--- src/rtl/ysyx_23060201_mem_arb_pkg.sv ---
// rtl/ysyx_23060201_mem_arb_pkg.sv - shared FSM state and owner encodings for the memory arbiter
package ysyx_23060201_mem_arb_pkg;

  typedef enum logic [1:0] {
    ST_IDLE = 2'd0,
    ST_REQ  = 2'd1,
    ST_WAIT = 2'd2
  } arb_state_t;

  typedef enum logic [1:0] {
    OWN_NONE = 2'd0,
    OWN_IFU  = 2'd1,
    OWN_LSU  = 2'd2
  } owner_t;

endpackage

--- src/rtl/ysyx_23060201_arb_pick.sv ---
// rtl/ysyx_23060201_arb_pick.sv - combinational 2-way picker between fetch and load/store
// Ports:
//   ifu_valid, lsu_valid : pending requests
//   prefer_ifu           : tie-break hint, 1 = IFU wins a tie, 0 = LSU wins a tie
//   grant                : chosen owner, OWN_NONE when nothing is pending
module ysyx_23060201_arb_pick
  import ysyx_23060201_mem_arb_pkg::*;
(
  input  logic   ifu_valid,
  input  logic   lsu_valid,
  input  logic   prefer_ifu,
  output owner_t grant
);

  // A lone requester always wins; the hint only matters on a tie.
  always_comb begin
    grant = OWN_NONE;
    if (ifu_valid && lsu_valid) begin
      grant = prefer_ifu ? OWN_IFU : OWN_LSU;
    end else if (ifu_valid) begin
      grant = OWN_IFU;
    end else if (lsu_valid) begin
      grant = OWN_LSU;
    end
  end

endmodule

--- src/rtl/ysyx_23060201_mem_arb.sv ---
// rtl/ysyx_23060201_mem_arb.sv - single-outstanding arbiter of IFU and LSU onto one memory port
// Ports:
//   clk, rst                           : clock, synchronous active-high reset
//   ifu_req_valid/ready, ifu_addr      : fetch request handshake
//   ifu_resp_valid, ifu_rdata          : fetch completion pulse and data
//   lsu_req_valid/ready, lsu_addr,
//   lsu_wen, lsu_wdata, lsu_wmask      : load/store request handshake
//   lsu_resp_valid, lsu_rdata          : load/store completion pulse and data
//   mem_req_valid/ready, mem_addr,
//   mem_wen, mem_wdata, mem_wmask      : registered memory request
//   mem_resp_valid, mem_rdata          : memory response
// Build option: YSYX_23060201_ARB_RR_EN selects round-robin tie-break; otherwise LSU wins ties.
module ysyx_23060201_mem_arb
  import ysyx_23060201_mem_arb_pkg::*;
#(
  parameter int ADDR_WIDTH = 32,
  parameter int DATA_WIDTH = 32
) (
  input  logic                    clk,
  input  logic                    rst,
  input  logic                    ifu_req_valid,
  output logic                    ifu_req_ready,
  input  logic [ADDR_WIDTH-1:0]   ifu_addr,
  output logic                    ifu_resp_valid,
  output logic [DATA_WIDTH-1:0]   ifu_rdata,
  input  logic                    lsu_req_valid,
  output logic                    lsu_req_ready,
  input  logic [ADDR_WIDTH-1:0]   lsu_addr,
  input  logic                    lsu_wen,
  input  logic [DATA_WIDTH-1:0]   lsu_wdata,
  input  logic [DATA_WIDTH/8-1:0] lsu_wmask,
  output logic                    lsu_resp_valid,
  output logic [DATA_WIDTH-1:0]   lsu_rdata,
  output logic                    mem_req_valid,
  input  logic                    mem_req_ready,
  output logic [ADDR_WIDTH-1:0]   mem_addr,
  output logic                    mem_wen,
  output logic [DATA_WIDTH-1:0]   mem_wdata,
  output logic [DATA_WIDTH/8-1:0] mem_wmask,
  input  logic                    mem_resp_valid,
  input  logic [DATA_WIDTH-1:0]   mem_rdata
);

  arb_state_t state_q, state_d;
  owner_t     owner_q;
  owner_t     grant;
  logic       prefer_ifu;
  logic       accept;
  logic       resp_fire;

`ifdef YSYX_23060201_ARB_RR_EN
  owner_t last_grant_q;
  // Give a tie to whoever did not win the previous grant.
  assign prefer_ifu = (last_grant_q == OWN_LSU);

  always_ff @(posedge clk) begin
    if (rst) begin
      last_grant_q <= OWN_LSU;
    end else if (accept) begin
      last_grant_q <= grant;
    end
  end
`else
  assign prefer_ifu = 1'b0;
`endif

  ysyx_23060201_arb_pick u_pick (
    .ifu_valid  (ifu_req_valid),
    .lsu_valid  (lsu_req_valid),
    .prefer_ifu (prefer_ifu),
    .grant      (grant)
  );

  assign accept    = (state_q == ST_IDLE) && (grant != OWN_NONE);
  // Responses only count while a transaction is waiting; anything else is stale.
  assign resp_fire = (state_q == ST_WAIT) && mem_resp_valid;

  always_comb begin
    state_d        = state_q;
    ifu_req_ready  = 1'b0;
    lsu_req_ready  = 1'b0;
    mem_req_valid  = 1'b0;
    ifu_resp_valid = 1'b0;
    lsu_resp_valid = 1'b0;
    ifu_rdata      = mem_rdata;
    lsu_rdata      = mem_rdata;
    case (state_q)
      ST_IDLE: begin
        ifu_req_ready = accept && (grant == OWN_IFU);
        lsu_req_ready = accept && (grant == OWN_LSU);
        if (accept) state_d = ST_REQ;
      end
      ST_REQ: begin
        mem_req_valid = 1'b1;
        if (mem_req_ready) state_d = ST_WAIT;
      end
      ST_WAIT: begin
        ifu_resp_valid = resp_fire && (owner_q == OWN_IFU);
        lsu_resp_valid = resp_fire && (owner_q == OWN_LSU);
        if (resp_fire) state_d = ST_IDLE;
      end
      default: state_d = ST_IDLE;
    endcase
  end

  always_ff @(posedge clk) begin
    if (rst) begin
      state_q <= ST_IDLE;
      owner_q <= OWN_NONE;
    end else begin
      state_q <= state_d;
      if (accept) begin
        owner_q <= grant;
      end else if (resp_fire) begin
        owner_q <= OWN_NONE;
      end
    end
  end

  // Request fields are captured at grant so the requester may move on immediately.
  always_ff @(posedge clk) begin
    if (rst) begin
      mem_addr  <= '0;
      mem_wen   <= 1'b0;
      mem_wdata <= '0;
      mem_wmask <= '0;
    end else if (accept) begin
      if (grant == OWN_IFU) begin
        mem_addr  <= ifu_addr;
        mem_wen   <= 1'b0;
        mem_wdata <= '0;
        mem_wmask <= '1;
      end else begin
        mem_addr  <= lsu_addr;
        mem_wen   <= lsu_wen;
        mem_wdata <= lsu_wdata;
        mem_wmask <= lsu_wmask;
      end
    end
  end

endmodule
--- config.mk ---
export PLATFORM = sky130hd
export DESIGN_NAME = ysyx_23060201_mem_arb
export DESIGN_NICKNAME = d
export VERILOG_FILES = /design/src/rtl/ysyx_23060201_mem_arb_pkg.sv /design/src/rtl/ysyx_23060201_arb_pick.sv /design/src/rtl/ysyx_23060201_mem_arb.sv
export SDC_FILE = /design/constraint.sdc
export NUM_CORES = 1
export LEC_CHECK = 0
export CORE_MARGIN = 1
export CORE_UTILIZATION = 30
export DETAILED_ROUTE_END_ITERATION = 10
export PLACE_DENSITY = 0.85
export SYNTH_ARGS = -nofsm -noshare
export SYNTH_HDL_FRONTEND = slang
export SYNTH_SLANG_ARGS = --single-unit
--- constraint.sdc ---
create_clock -name clk -period 1.35 [get_ports clk]
set_input_delay 0.135 -clock clk [delete_from_list [all_inputs] [get_ports clk]]
set_output_delay 0.135 -clock clk [all_outputs]
set_load 0.05 [all_outputs]
Word level (Yosys, flattened, before mapping)
Cells that the tools add are included.

operators by class
  eq/ne operators = 9
  mux-type cells = 17
  reduce and logical (&&, ||, !) cells = 11

operators by type and width
  kind                                                                    number
  32-bit two-way mux                                                      2
  2-bit two-way mux                                                       7
  1-bit logical AND                                                       7
  2-bit by 1-bit equality test with 1-bit output (second input constant)  3
  2-bit equality test (second input constant)                             3
  1-bit two-way mux                                                       6
  2-bit inequality test (second input constant)                           3
  2-bit case mux with 3 select lines                                      1
  4-bit two-way mux                                                       1
  2-bit nonzero test                                                      2
  3-bit AND reduction                                                     1
  2-bit logical NOT                                                       1

word-level totals
  bits in registers = 73
  bits of input ports = 139
  output and inout bits = 138
  word-level logic and storage cells = 43

Logic depth before layout (Yosys ltp)
  depth in word-level cells = 7
  mapped depth = 7
  mapped depth without buffers = 4

Hierarchy
From an unflattened synthesis, not the netlist that was laid out.

second synthesis, totals
  cell total of the unflattened synthesis = 448
  area total of the unflattened synthesis = 3722.3 sq um

by module, submodules not included
  module                  times used  cells an instance  area an instance (sq um)  sequential area each (sq um)
  ysyx_23060201_mem_arb   1           445                3703.6                    1461.4
  ysyx_23060201_arb_pick  1           3                  18.8                      0.0

Worst setup path before layout
OpenSTA, ideal clock, no wires.

  path kind = register to output
  start point = register state_q[0]
  end point = output ifu_resp_valid
  arrival time = 1.805 ns
  required time = 1.215 ns
  path slack = -0.590 ns
  stages on the path, launching flop included = 4
  path through = dfxtp_1 buf_4 nand3b_1 nor3b_1

between the ends
  word-level cells in the longest chain between the ends = 4

RTL lines
  element                   line                                                      RTL
  start: declaration        ysyx_23060201_mem_arb.sv:44                               arb_state_t state_q, state_d;
  start signal: assignment  ysyx_23060201_mem_arb.sv:111                              state_q <= state_d;
  2-bit equality test *     ysyx_23060201_mem_arb.sv:76, ysyx_23060201_mem_arb.sv:87
  1-bit logical AND         ysyx_23060201_mem_arb.sv:76                               assign resp_fire = (state_q == ST_WAIT) && mem_resp_valid;
  1-bit logical AND         ysyx_23060201_mem_arb.sv:98                               ifu_resp_valid = resp_fire && (owner_q == OWN_IFU);
  1-bit two-way mux *       ysyx_23060201_mem_arb.sv:87                               case (state_q)
  end: declaration          ysyx_23060201_mem_arb.sv:24                               output logic ifu_resp_valid,

Every way passes the cells marked *; elsewhere a longest branch is shown, timed or not.

Final worst setup path
  start point = register state_q[1]
  end point = output lsu_req_ready

between the ends
  word-level cells in the longest chain between the ends = 4

RTL lines
  element              line                                                      RTL
  2-bit logical NOT *  ysyx_23060201_mem_arb.sv:74, ysyx_23060201_mem_arb.sv:87
  1-bit logical AND    ysyx_23060201_mem_arb.sv:74                               assign accept = (state_q == ST_IDLE) && (grant != OWN_NONE);
  1-bit logical AND    ysyx_23060201_mem_arb.sv:90                               lsu_req_ready = accept && (grant == OWN_LSU);
  1-bit two-way mux *  ysyx_23060201_mem_arb.sv:87
  end: declaration     ysyx_23060201_mem_arb.sv:27                               output logic lsu_req_ready,

Marked as above.

==> flow_summary.yaml <==
outcome:
  status: "complete, but fails checks"
  violations: "setup timing"
clocking:
  cts_buffers: 9
  clock-sinks: 73
  clkTransAtPathRegs_ns: 0.06
  cts_buffer_depth: 2
  holdBufCountCts: 0
  clock-root-buffer: "clkbuf_16"
  h-tree-depth: 3
  cts_tree: "yes"
  clk_latency_ns: 0.33
logic_synthesis:
  synth_seq_cells: 73
  netlist_area_sq_um: 3520
  synthTopCellsByArea: "dfxtp_1 (41%), buf_4 (14%), nand2_1 (10%)"
  synthDistinctLibCells: 25
  syn_area_per_cell_sq_um: 7.95
  ys.flop_type: "dfxtp_1"
  synth_top_family_by_area: "compound AO/OA/AOI/OAI gates"
  async_flop_share_pct: 0
  synthSimpleGateAreaFrac_pct: 14.7
  synth_adder_area_share_pct: 0
  synth_top_cell_area_share_pct: 41.5
  synth_most_common_cell: "nand2_1"
  syn_inst: 443
  synth-xor-area-share_pct: 0
  syn_nets: 582
  synth_edf_count: 0
  yosysTopAreaCell: "dfxtp_1"
  synth-compound-area-share_pct: 23.6
  synth.mux.area_fraction_pct: 0
  synth_warnings: 0
  synth_commonest_cells: "nand2_1 (97), dfxtp_1 (73), a21oi_1 (72)"
  yosysSeqAreaShare_pct: 41.5
power:
  p_per_area_nw_per_um2: 1190
  ir_worst_vdd_mv: 0.507
  leakagePower_nw: 2.54
timing:
  drv_slew: 0
  min_period_over_period_pct: 118
  fmax_mhz: 628
  min_period_ns: 1.59
  worst_slew_pin_slew_ns: 0.399
  hold_viol: 0
  maxSlewHeadroom_pct: 73.4
  finClkSkew_ns: 0.00517
  timing.final.ws_setup_ns: -0.241
  finalSetupViolations: 59
  grt_setup_unrepaired: "yes"
setup_path:
  critPathTopFamily: "simple AND/OR/NAND/NOR gates"
  crit_buf_inv: 2
  cp_slowest_cell: "or3b_4"
  cp-end-kind: "output port"
  reg2regPathDepth: 8
  cp-startpoint: "state_q[1]"
  crit_path_max_fanout: 17
  max_stage_delay_ns: 0.50
  r2r-start: "state_q[1]"
  crit_chain: "or3b_4 > inv_16 > buf_12"
  arrival_ns: 1.46
  path_class: "flip-flop to output port"
  rrSetupSlack_ns: -0.22
  worstReg2RegEnd: "mem_addr[1]"
  required_ns: 1.22
  cp-start-kind: "flip-flop"
cells_and_area:
  antenna_cells: 0
  fin_cells: 718
  final_area_sq_um: 6620
  drive_above_1_share_pct: 32.5
  area_growth_pct: 87.9
  nNetsFinal: 709
placed_design:
  place_congestion: 0.752
  detailed_place_hpwl_mm: 8.60
  place_area_sq_um: 5800
  dp_cells: 685
  io_buffers: 180
grt:
  grt_pass1_wl_mm: 18.3
  globalRouteTotalUtil_pct: 20.1
  grt_pass1_vias: 3745
  grt_antenna_before_repair: 1
  grt-ovfl-total: 0
  grt_max_degree: 32
worst_hold_path:
  hold_path_depth: 2
  hp-class: "input port to flip-flop"
  min-delay-start: "rst"
  holdPathEnd: "mem_wdata[9]"
die:
  rows: 39
  io_pins: 277
  die_y_microns: 110
  initial_core_util_pct: 30.8
  die_w_microns: 110
  dieArea_sq_um: 12200
  core-area_sq_um: 11400
route:
  dr.first_iter.drc_count: 277
  vias: 3656
  final_antenna_net_count: 0
  via_per_inst: 5.09
  drt_wl_total_mm: 12.6
  dr.pass1.iters: 6
  drcViolationCount: 0
  post_drt_wl_per_cell_microns: 17.5
flow_run:
  drv_cap: 0
[worst register-to-register path: stages, from the launching register on]
cell and delay, ns:
dfxtp_4 0.36, buf_6 0.11, buf_4 0.12, buf_6 0.11
nor2_4 0.18, buf_6 0.18, buf_16 0.14, a21oi_4 0.05
a311oi_2 0.23
[routing by layer]
metal  routed length, microns  track usage [%]  vias to the layer above
met4                      403             11.3                        2
li1                         -                -                     1712
met1                     4640             20.5                     1720
met5                       13                0                        -
met2                     6560             36.2                      177
met3                      964             6.47                       45
[cell type report]
type	count	area, sq um
Clock buffer	9	225
Clock inverter	7	77.6
Fill cell	944	4800
Inverter	1	20.0
Multi-Input combinational cell	266	1610
Sequential cell	73	1470
Tap cell	143	179
Timing Repair Buffer	218	3030
Timing Repair inverter	1	11.3
[layout by cell type (no fill, tap or decap), types with 3 or more instances in the layout]
cell / n
clkdlybuf4s50_1: 104
nor2_1: 8
a311oi_1: 24
clkbuf_16: 12
o21ai_1: 13
nor2_4: 3
buf_6: 8
nand2_2: 9
o21ai_0: 22
a21oi_1: 49
buf_12: 78
buf_4: 19
a311oi_2: 8
nand2_1: 88
a21oi_4: 4
a21oi_2: 19
dfxtp_1: 71
[state kept, by name, summed over array words and instances (netlist names)]
name and count:
state_q 2, owner_q 2, mem_wen 1, mem_addr 32, mem_wdata 32, mem_wmask 4
[per-stage QoR]
stage                     hold slack [ns]  total power (W)  TNS (ns)  setup WS (ns)  utilization [%]
final                              0.0440          0.00785     -7.34         -0.241             57.9
after global routing               0.0410          0.00816    -11.14         -0.301             57.9
after CTS                          0.0221          0.00766     -3.39         -0.233             54.9
after detailed placement            0.270          0.00511    -20.08         -0.409             50.8
after global placement              0.270          0.00505    -15.81         -0.253             50.8
after floorplan                     0.250          0.00424    -0.532         -0.114                -
[repair_timing]
item	4_1_cts	5_1_grt
setup endpoints to repair	27	60
pin swaps	20	23
gates cloned	4	4
gates resized for setup	16	51
buffers inserted	2	7
[kinds of logic after synthesis]
kind of cell / count (synthesis)
AOI/OAI and AO/OA: 141
buffers and inverters: 104
DFF: 73
and+or+nand+nor: 125
[worst max path at each step]
stage	end	slack, ns	cells after the start
2_1_floorplan	ifu_resp_valid	-0.11	3
3_3_place_gp	mem_addr[5]	-0.25	5
3_5_place_dp	mem_addr[29]	-0.41	5
6_report	lsu_req_ready	-0.24	3
5_1_grt	lsu_resp_valid	-0.30	5
4_1_cts	lsu_resp_valid	-0.23	5
[report_power, final]
group	internal [W]	leakage, nW	total, W	switching, W
sequential	0.00235	0.603	0.00258	0.000227
combinational	0.00145	1.79	0.00285	0.00139
clock	0.00145	0.146	0.00243	0.000981
total	0.00525	2.54	0.00785	0.00260
(Power assumes the default switching activity.)
